### config.mk
export PLATFORM = sky130hd
export DESIGN_NAME = count_sequencer
export DESIGN_NICKNAME = d
export VERILOG_FILES = /design/src/rtl/count_sequencer.sv
export SDC_FILE = /design/constraint.sdc
export NUM_CORES = 1
export LEC_CHECK = 0
export CORE_MARGIN = 3
export CORE_UTILIZATION = 35
export CTS_BUF_LIST = sky130_fd_sc_hd__clkbuf_16
export DETAILED_ROUTE_END_ITERATION = 10
export DONT_BUFFER_PORTS = 1
export GPL_TIMING_DRIVEN = 0
export SYNTH_ARGS = -nofsm -noshare
export SYNTH_HDL_FRONTEND = slang
export SYNTH_SLANG_ARGS = --single-unit
export TNS_END_PERCENT = 1
### constraint.sdc
create_clock -name Clk -period 1.65 [get_ports Clk]
set_input_delay 0.2475 -clock Clk [delete_from_list [all_inputs] [get_ports Clk]]
set_output_delay 0.2475 -clock Clk [all_outputs]
set_load 0.005 [all_outputs]
### src/rtl/count_sequencer.sv
// Sequencer for an external 8-bit counter: clears it, paces its enable with a
// prescaler, and stops on a latched terminal count (one-shot or periodic).
module count_sequencer (
  input  logic       Clk,
  input  logic       Clr,
  input  logic       Start,
  input  logic       Stop,
  input  logic       Mode,
  input  logic [7:0] Limit,
  input  logic [3:0] Presc,
  input  logic [7:0] CntQ,
  output logic       CntEn,
  output logic       CntClr,
  output logic       Busy,
  output logic       Done,
  output logic [2:0] State
);

  typedef enum logic [2:0] {
    S_IDLE  = 3'b000,
    S_CLEAR = 3'b001,
    S_RUN   = 3'b010,
    S_HOLD  = 3'b011,
    S_DONE  = 3'b100
  } state_t;

  state_t     st, st_nxt;
  logic [3:0] psc, psc_nxt;
  logic       mode_q;
  logic [7:0] lim_q;
  logic [3:0] presc_q;
  logic       at_term, tick;

  assign at_term = (CntQ == lim_q);
  assign tick    = (psc == presc_q);

  always_ff @(posedge Clk or negedge Clr) begin
    if (!Clr) begin
      st      <= S_IDLE;
      psc     <= 4'd0;
      mode_q  <= 1'b0;
      lim_q   <= 8'd0;
      presc_q <= 4'd0;
    end else begin
      st  <= st_nxt;
      psc <= psc_nxt;
      // Run parameters are captured only when leaving IDLE; periodic restarts reuse them.
      if (st == S_IDLE && st_nxt == S_CLEAR) begin
        mode_q  <= Mode;
        lim_q   <= Limit;
        presc_q <= Presc;
      end
    end
  end

  always_comb begin
    st_nxt  = st;
    psc_nxt = psc;
    CntEn   = 1'b0;
    case (st)
      S_IDLE:  if (Start && !Stop) st_nxt = S_CLEAR;
      S_CLEAR: begin
        psc_nxt = 4'd0;
        st_nxt  = Stop ? S_IDLE : S_RUN;
      end
      S_RUN: begin
        // Stop wins over terminal detection and suppresses the tick, so the
        // frozen prescale value replays that tick on resume.
        if (Stop)         st_nxt = S_HOLD;
        else if (at_term) st_nxt = S_DONE;
        else begin
          CntEn   = tick;
          psc_nxt = tick ? 4'd0 : psc + 4'd1;
        end
      end
      S_HOLD: begin
        if (Stop)       st_nxt = S_IDLE;
        else if (Start) st_nxt = S_RUN;
      end
      S_DONE: begin
        if (Stop)        st_nxt = S_IDLE;
        else if (mode_q) st_nxt = S_CLEAR;
        else             st_nxt = S_IDLE;
      end
      default: st_nxt = S_IDLE;
    endcase
  end

  assign CntClr = (st != S_CLEAR);
  assign Busy   = (st != S_IDLE);
  assign Done   = (st == S_DONE);
  assign State  = st;

endmodule

After elaboration in Yosys (flattened, before gate mapping)
Cells that the tools add are included.

operators by class
  add/subtract/negate cells = 1
  reductions and logical operators = 7
  muxes and demuxes = 16
  eq/ne operators = 10

operator list
  kind                   number
  $mux W3                5
  $pmux W3 S5            1
  $mux W4                3
  $eq A8 B8 Y1           1
  $pmux W4 S2            1
  $eq A3 B1 Y1 const B   2
  $eq A3 B2 Y1 const B   2
  $mux W1                5
  $add A4 B1 Y4 const B  1
  $eq A4 B4 Y1           1
  $ne A2 B2 Y1 const B   2
  $eq A3 B3 Y1 const B   1
  $logic_not A3 Y1       1
  $ne A3 B1 Y1 const B   1
  $reduce_and A3 Y1      1
  $reduce_bool A3 Y1     1
  $logic_and A1 B1 Y1    2
  $mux W2                1
  $reduce_bool A2 Y1     1
  $logic_not A1 Y1       1

word-level totals
  input bits = 25
  output and inout port bits = 7
  logic and storage cells = 39
  flip-flop bits (word level) = 20

Logic depth before layout (Yosys ltp)
  depth after elaboration = 6
  mapped depth = 5
  depth with buffers taken out = 5

Least setup slack after synthesis
Ideal clock, no wire load.

  path kind = reg-to-output
  from = register st[1], in the netlist State[1]
  to = output port CntEn
  cell stages (with the launch flop) = 5
  slack = 0.233 ns
  required time = 1.402 ns
  data arrival time = 1.169 ns
  cell sequence = dfrtp_1 nand2b_1 or3_4 a21o_4 nor2_1

on the way
  word-level cells in the longest chain between the ends = 2

ends and longest elaborated chain
  element                 line  source
  start, declared         27    state_t st, st_nxt;
  start signal, assigned  45    st <= st_nxt;
  $eq A3 B2 Y1            60    case (st)
  $mux W1                 60
  end, declared           12    output logic CntEn,

Every way passes these cells.

Worst setup path after layout
  from = register st[2], in the netlist State[2]
  to = output port CntEn

Same word-level chain as after synthesis.

==> metrics.txt <==
# TYPE chip_impl_metric gauge
chip_impl_metric{name="final-max-slew-violation-count",unit=""} 0
chip_impl_metric{name="power.internal",unit="mW"} 1.663
chip_impl_metric{name="die_width",unit="um"} 60.31
chip_impl_metric{name="clock_insertion_delay_worst_skew",unit="ns"} 0.25
chip_impl_info{name="clockRootBuffer",value="sky130_fd_sc_hd__clkbuf_16"} 1
chip_impl_metric{name="dieHeight",unit="um"} 60.31
chip_impl_metric{name="clkSlewWorstSetupHoldPaths",unit="ns"} 0.05
chip_impl_metric{name="design.die.area",unit="um2"} 3637
chip_impl_info{name="hold_class",value="primary input to register"} 1
chip_impl_metric{name="fillCellCount",unit=""} 262
chip_impl_metric{name="antenna-diode-count",unit=""} 0
chip_impl_metric{name="cap_viol_max_count",unit=""} 0
chip_impl_metric{name="ctsHtreeMaxLevel",unit=""} 1
chip_impl_info{name="crit_path_start_kind",value="register"} 1
chip_impl_metric{name="synthCells",unit=""} 94
chip_impl_metric{name="portBuffers",unit=""} 0
chip_impl_metric{name="peakVddDrop",unit="mV"} 1.373
chip_impl_metric{name="critical_path_peak_fanout",unit=""} 8
chip_impl_metric{name="clock_sinks",unit=""} 20
chip_impl_metric{name="avg_cell_area_syn",unit="um2"} 10.98
chip_impl_metric{name="setup_viol_count_final",unit=""} 1
chip_impl_metric{name="routed_wl",unit="mm"} 2.127
chip_impl_info{name="endpoint_of_the_worst_register_to_register_path",value="State[0]"} 1
chip_impl_info{name="critPathSlowestCell",value="sky130_fd_sc_hd__dfrtp_2"} 1
chip_impl_metric{name="fin_setup_tns",unit="ns"} -0.01952
chip_impl_metric{name="timing_hold_violations_final",unit=""} 0
chip_impl_metric{name="power_dens_cells",unit="nW/um2"} 1879
chip_impl_info{name="cp-startpoint",value="State[2]"} 1
chip_impl_metric{name="worst_stage_delay_on_the_critical_path",unit="ns"} 0.45
chip_impl_metric{name="dp_hpwl",unit="mm"} 1.491
chip_impl_metric{name="switchingPower",unit="mW"} 0.7475
chip_impl_metric{name="timing.critical_path.required",unit="ns"} 1.40
chip_impl_metric{name="avgViaCountPerCell",unit=""} 5.357
chip_impl_metric{name="wire_per_inst",unit="um"} 15.19
chip_impl_metric{name="layout_min_cycle_time",unit="ns"} 1.670
chip_impl_metric{name="routabilityCongestion",unit=""} 0.7154
chip_impl_metric{name="grt_first_pass_wirelength",unit="mm"} 3.360
chip_impl_metric{name="worstSetupPathDepth",unit=""} 3
chip_impl_metric{name="pre_cts_ws",unit="ns"} 0.09435
chip_impl_info{name="timing.critical_path.cells",value="or3_4 > a21o_4 > nor2_4"} 1
chip_impl_metric{name="postSynth.asyncResetShare",unit="%"} 100.0
chip_impl_metric{name="timing.critical_path.arrival",unit="ns"} 1.42
chip_impl_metric{name="drive_gt1_share",unit="%"} 33.94
chip_impl_metric{name="via_count_of_the_first_global_routing_pass",unit=""} 775
chip_impl_metric{name="postRouteAntennaNets",unit=""} 0
chip_impl_metric{name="placeableCoreArea",unit="um2"} 2781
chip_impl_metric{name="cts_buffers",unit=""} 3
chip_impl_info{name="r2r-start",value="State[1]"} 1
chip_impl_info{name="netlist_top_cells_area",value="sky130_fd_sc_hd__dfrtp_1 48%, sky130_fd_sc_hd__mux2_2 13%, sky130_fd_sc_hd__xor2_1 6.8%"} 1
chip_impl_info{name="worst-setup-path-type",value="register to output pin"} 1
chip_impl_metric{name="worst_slew_margin_rel",unit="%"} 39.18
chip_impl_metric{name="synth_edf_count",unit=""} 0
chip_impl_info{name="timing.critical_path.to_type",value="output pin"} 1
chip_impl_metric{name="cp_num_buf_inv",unit=""} 0
chip_impl_metric{name="place_inst",unit=""} 125
chip_impl_metric{name="period_share",unit="%"} 101.2
chip_impl_metric{name="synth_warnings",unit=""} 0
chip_impl_info{name="critical-path-top-delay-family",value="simple AND/OR/NAND/NOR gates"} 1
chip_impl_metric{name="gr-total-overflow",unit=""} 0
chip_impl_metric{name="layout.cells.non_filler",unit=""} 140
chip_impl_metric{name="yosysUniqueCellTypes",unit=""} 26
chip_impl_metric{name="p_sw_share",unit="%"} 31.02
chip_impl_metric{name="top_level_ports",unit=""} 32
chip_impl_metric{name="max_slew.worst_pin.slew",unit="ns"} 0.9092
chip_impl_metric{name="grt_max_degree",unit=""} 21
chip_impl_metric{name="drt_first_pass_iters",unit=""} 4
chip_impl_metric{name="total_leakage_power",unit="nW"} 0.5443
chip_impl_info{name="netlist.top_cell.by_area",value="sky130_fd_sc_hd__dfrtp_1"} 1
chip_impl_metric{name="cts.path.max_buffers",unit=""} 2
chip_impl_metric{name="floorplan.rows",unit=""} 19
chip_impl_info{name="run_status",value="finished, violations left"} 1
chip_impl_metric{name="ys_seq_area_share",unit="%"} 48.48
chip_impl_metric{name="synth_largest_type_area_fraction",unit="%"} 48.48
chip_impl_metric{name="drc",unit=""} 0
chip_impl_metric{name="share_comb_of_total_power",unit="%"} 34.1
chip_impl_metric{name="p_clk_share",unit="%"} 27.1
chip_impl_metric{name="synthToLayoutAreaGrowth",unit="%"} 24.24
chip_impl_metric{name="setup_slack_of_the_worst_register_to_register_path",unit="ns"} 0.06
chip_impl_metric{name="synth.net_count",unit=""} 120
chip_impl_info{name="crit_path_end",value="CntEn"} 1
chip_impl_metric{name="power.sequential.fraction",unit="%"} 38.7
chip_impl_info{name="failed_checks",value="setup timing"} 1
chip_impl_info{name="cts_tree",value="built"} 1
chip_impl_info{name="ys.flop_type",value="sky130_fd_sc_hd__dfrtp_1"} 1
chip_impl_metric{name="syn-cell-area",unit="um2"} 1032
chip_impl_metric{name="number_of_register_bits_inferred_by_synthesis",unit=""} 20
chip_impl_metric{name="detail_route.iter0.violations",unit=""} 41
chip_impl_info{name="rsz0062_at_grt",value="yes"} 1
chip_impl_metric{name="timing.fmax",unit="MHz"} 599.0
chip_impl_metric{name="antenna_found_initial",unit=""} 0
chip_impl_metric{name="grtUsageTotal",unit="%"} 12.68
chip_impl_metric{name="start_util",unit="%"} 37.11
chip_impl_metric{name="hold_depth",unit=""} 1
chip_impl_metric{name="num_vias",unit=""} 750
chip_impl_metric{name="finClkSkew",unit="ns"} 0.002322
chip_impl_info{name="layout_common_cells",value="17 x sky130_fd_sc_hd__dfrtp_1, 12 x sky130_fd_sc_hd__mux2_2, 11 x sky130_fd_sc_hd__nand3_1"} 1
chip_impl_metric{name="worst_slack",unit="ns"} -0.01952
chip_impl_info{name="most_common_cell_after_layout_fill_and_taps_aside",value="sky130_fd_sc_hd__dfrtp_1"} 1
chip_impl_metric{name="reg2reg_depth",unit=""} 10
chip_impl_metric{name="num-nets-final",unit=""} 136
[logic make-up after synthesis]
logic type,count (synthesis),synth area share (%)
and+or+nand+nor,38,19.64
DFF,20,48.48
muxes,13,14.18
xor gates and xnor gates,12,10.18
AOI/OAI and AO/OA,7,4.849
buffers and inverters,3,1.454
adders and majority gates,1,1.212
[cells in the mapped netlist (2+ instances only)]
cell type and count:
sky130_fd_sc_hd__nand3_1 11, sky130_fd_sc_hd__xor2_1 8, sky130_fd_sc_hd__nand2b_1 2, sky130_fd_sc_hd__nor4_1 2
sky130_fd_sc_hd__mux2_2 12, sky130_fd_sc_hd__nand2_1 7, sky130_fd_sc_hd__dfrtp_1 20, sky130_fd_sc_hd__xnor2_1 4
sky130_fd_sc_hd__or3_1 2, sky130_fd_sc_hd__a21oi_1 2, sky130_fd_sc_hd__o21ai_1 2, sky130_fd_sc_hd__nor2_1 8
[metal layers]
layer	part of all wire, %	global-route usage, %	vias up
met5	0	0	-
met4	0.47	3.797	0
met3	10	6.479	2
li1	-	-	365
met2	48	21.45	31
met1	41	13.85	352
[final cells by class]
type / instances / area [um2] / area share, %
tap: 31 / 38.79 / 3.024
sequential: 20 / 504.2 / 39.32
multi-input combinational: 71 / 538.0 / 41.95
clock inverter: 1 / 30.03 / 2.341
timing repair buffer: 11 / 81.33 / 6.341
clock buffer: 3 / 75.07 / 5.854
buffer: 2 / 11.26 / 0.8780
inverter: 1 / 3.754 / 0.2927
[how the worst min path moves through the flow]
stage,start,end,slack [ns]
floorplan,Clr,State[0],-0.05
global placement,Clr,psc[3],-0.05
detailed placement,Clr,psc[3],-0.05
CTS,Stop,State[1],0.08
global route,Stop,State[1],0.1
finish,Stop,State[1],0.09
[sequential cells by signal, indices dropped and copies added (netlist names)]
signal	cells
lim_q	8
mode_q	1
psc	4
State	3
presc_q	4
[power by group through the flow]
stage | combinational [mW] | sequential, mW | clock (mW)
global route | 0.927 | 0.969 | 0.690
finish | 0.822 | 0.934 | 0.654
global placement | 0.666 | 0.928 | 0
detailed placement | 0.683 | 0.939 | 0
floorplan | 0.601 | 0.885 | 0
CTS | 0.821 | 0.928 | 0.669
[timing repair]
action / CTS / global route
setup buffers: 10 / 0
setup endpoints to repair: 1 / 5
hold buffers: 1 / 0
resized for setup: 5 / 2
hold endpoints to repair: 20 / 0
pin swaps: 2 / 7
[stage by stage]
stage | cell area [um2] | util (%) | power, mW | hold slack [ns]
after floorplan | 1032 | - | 1.486 | -0.04809
final | 1282 | 46.11 | 2.410 | 0.08939
after global routing | 1282 | 46.11 | 2.586 | 0.09802
after detailed placement | 1071 | 38.51 | 1.622 | -0.04752
after global placement | 1071 | 38.51 | 1.594 | -0.04752
after CTS | 1274 | 45.79 | 2.417 | 0.08346
Power figures use the tool's default switching activity.
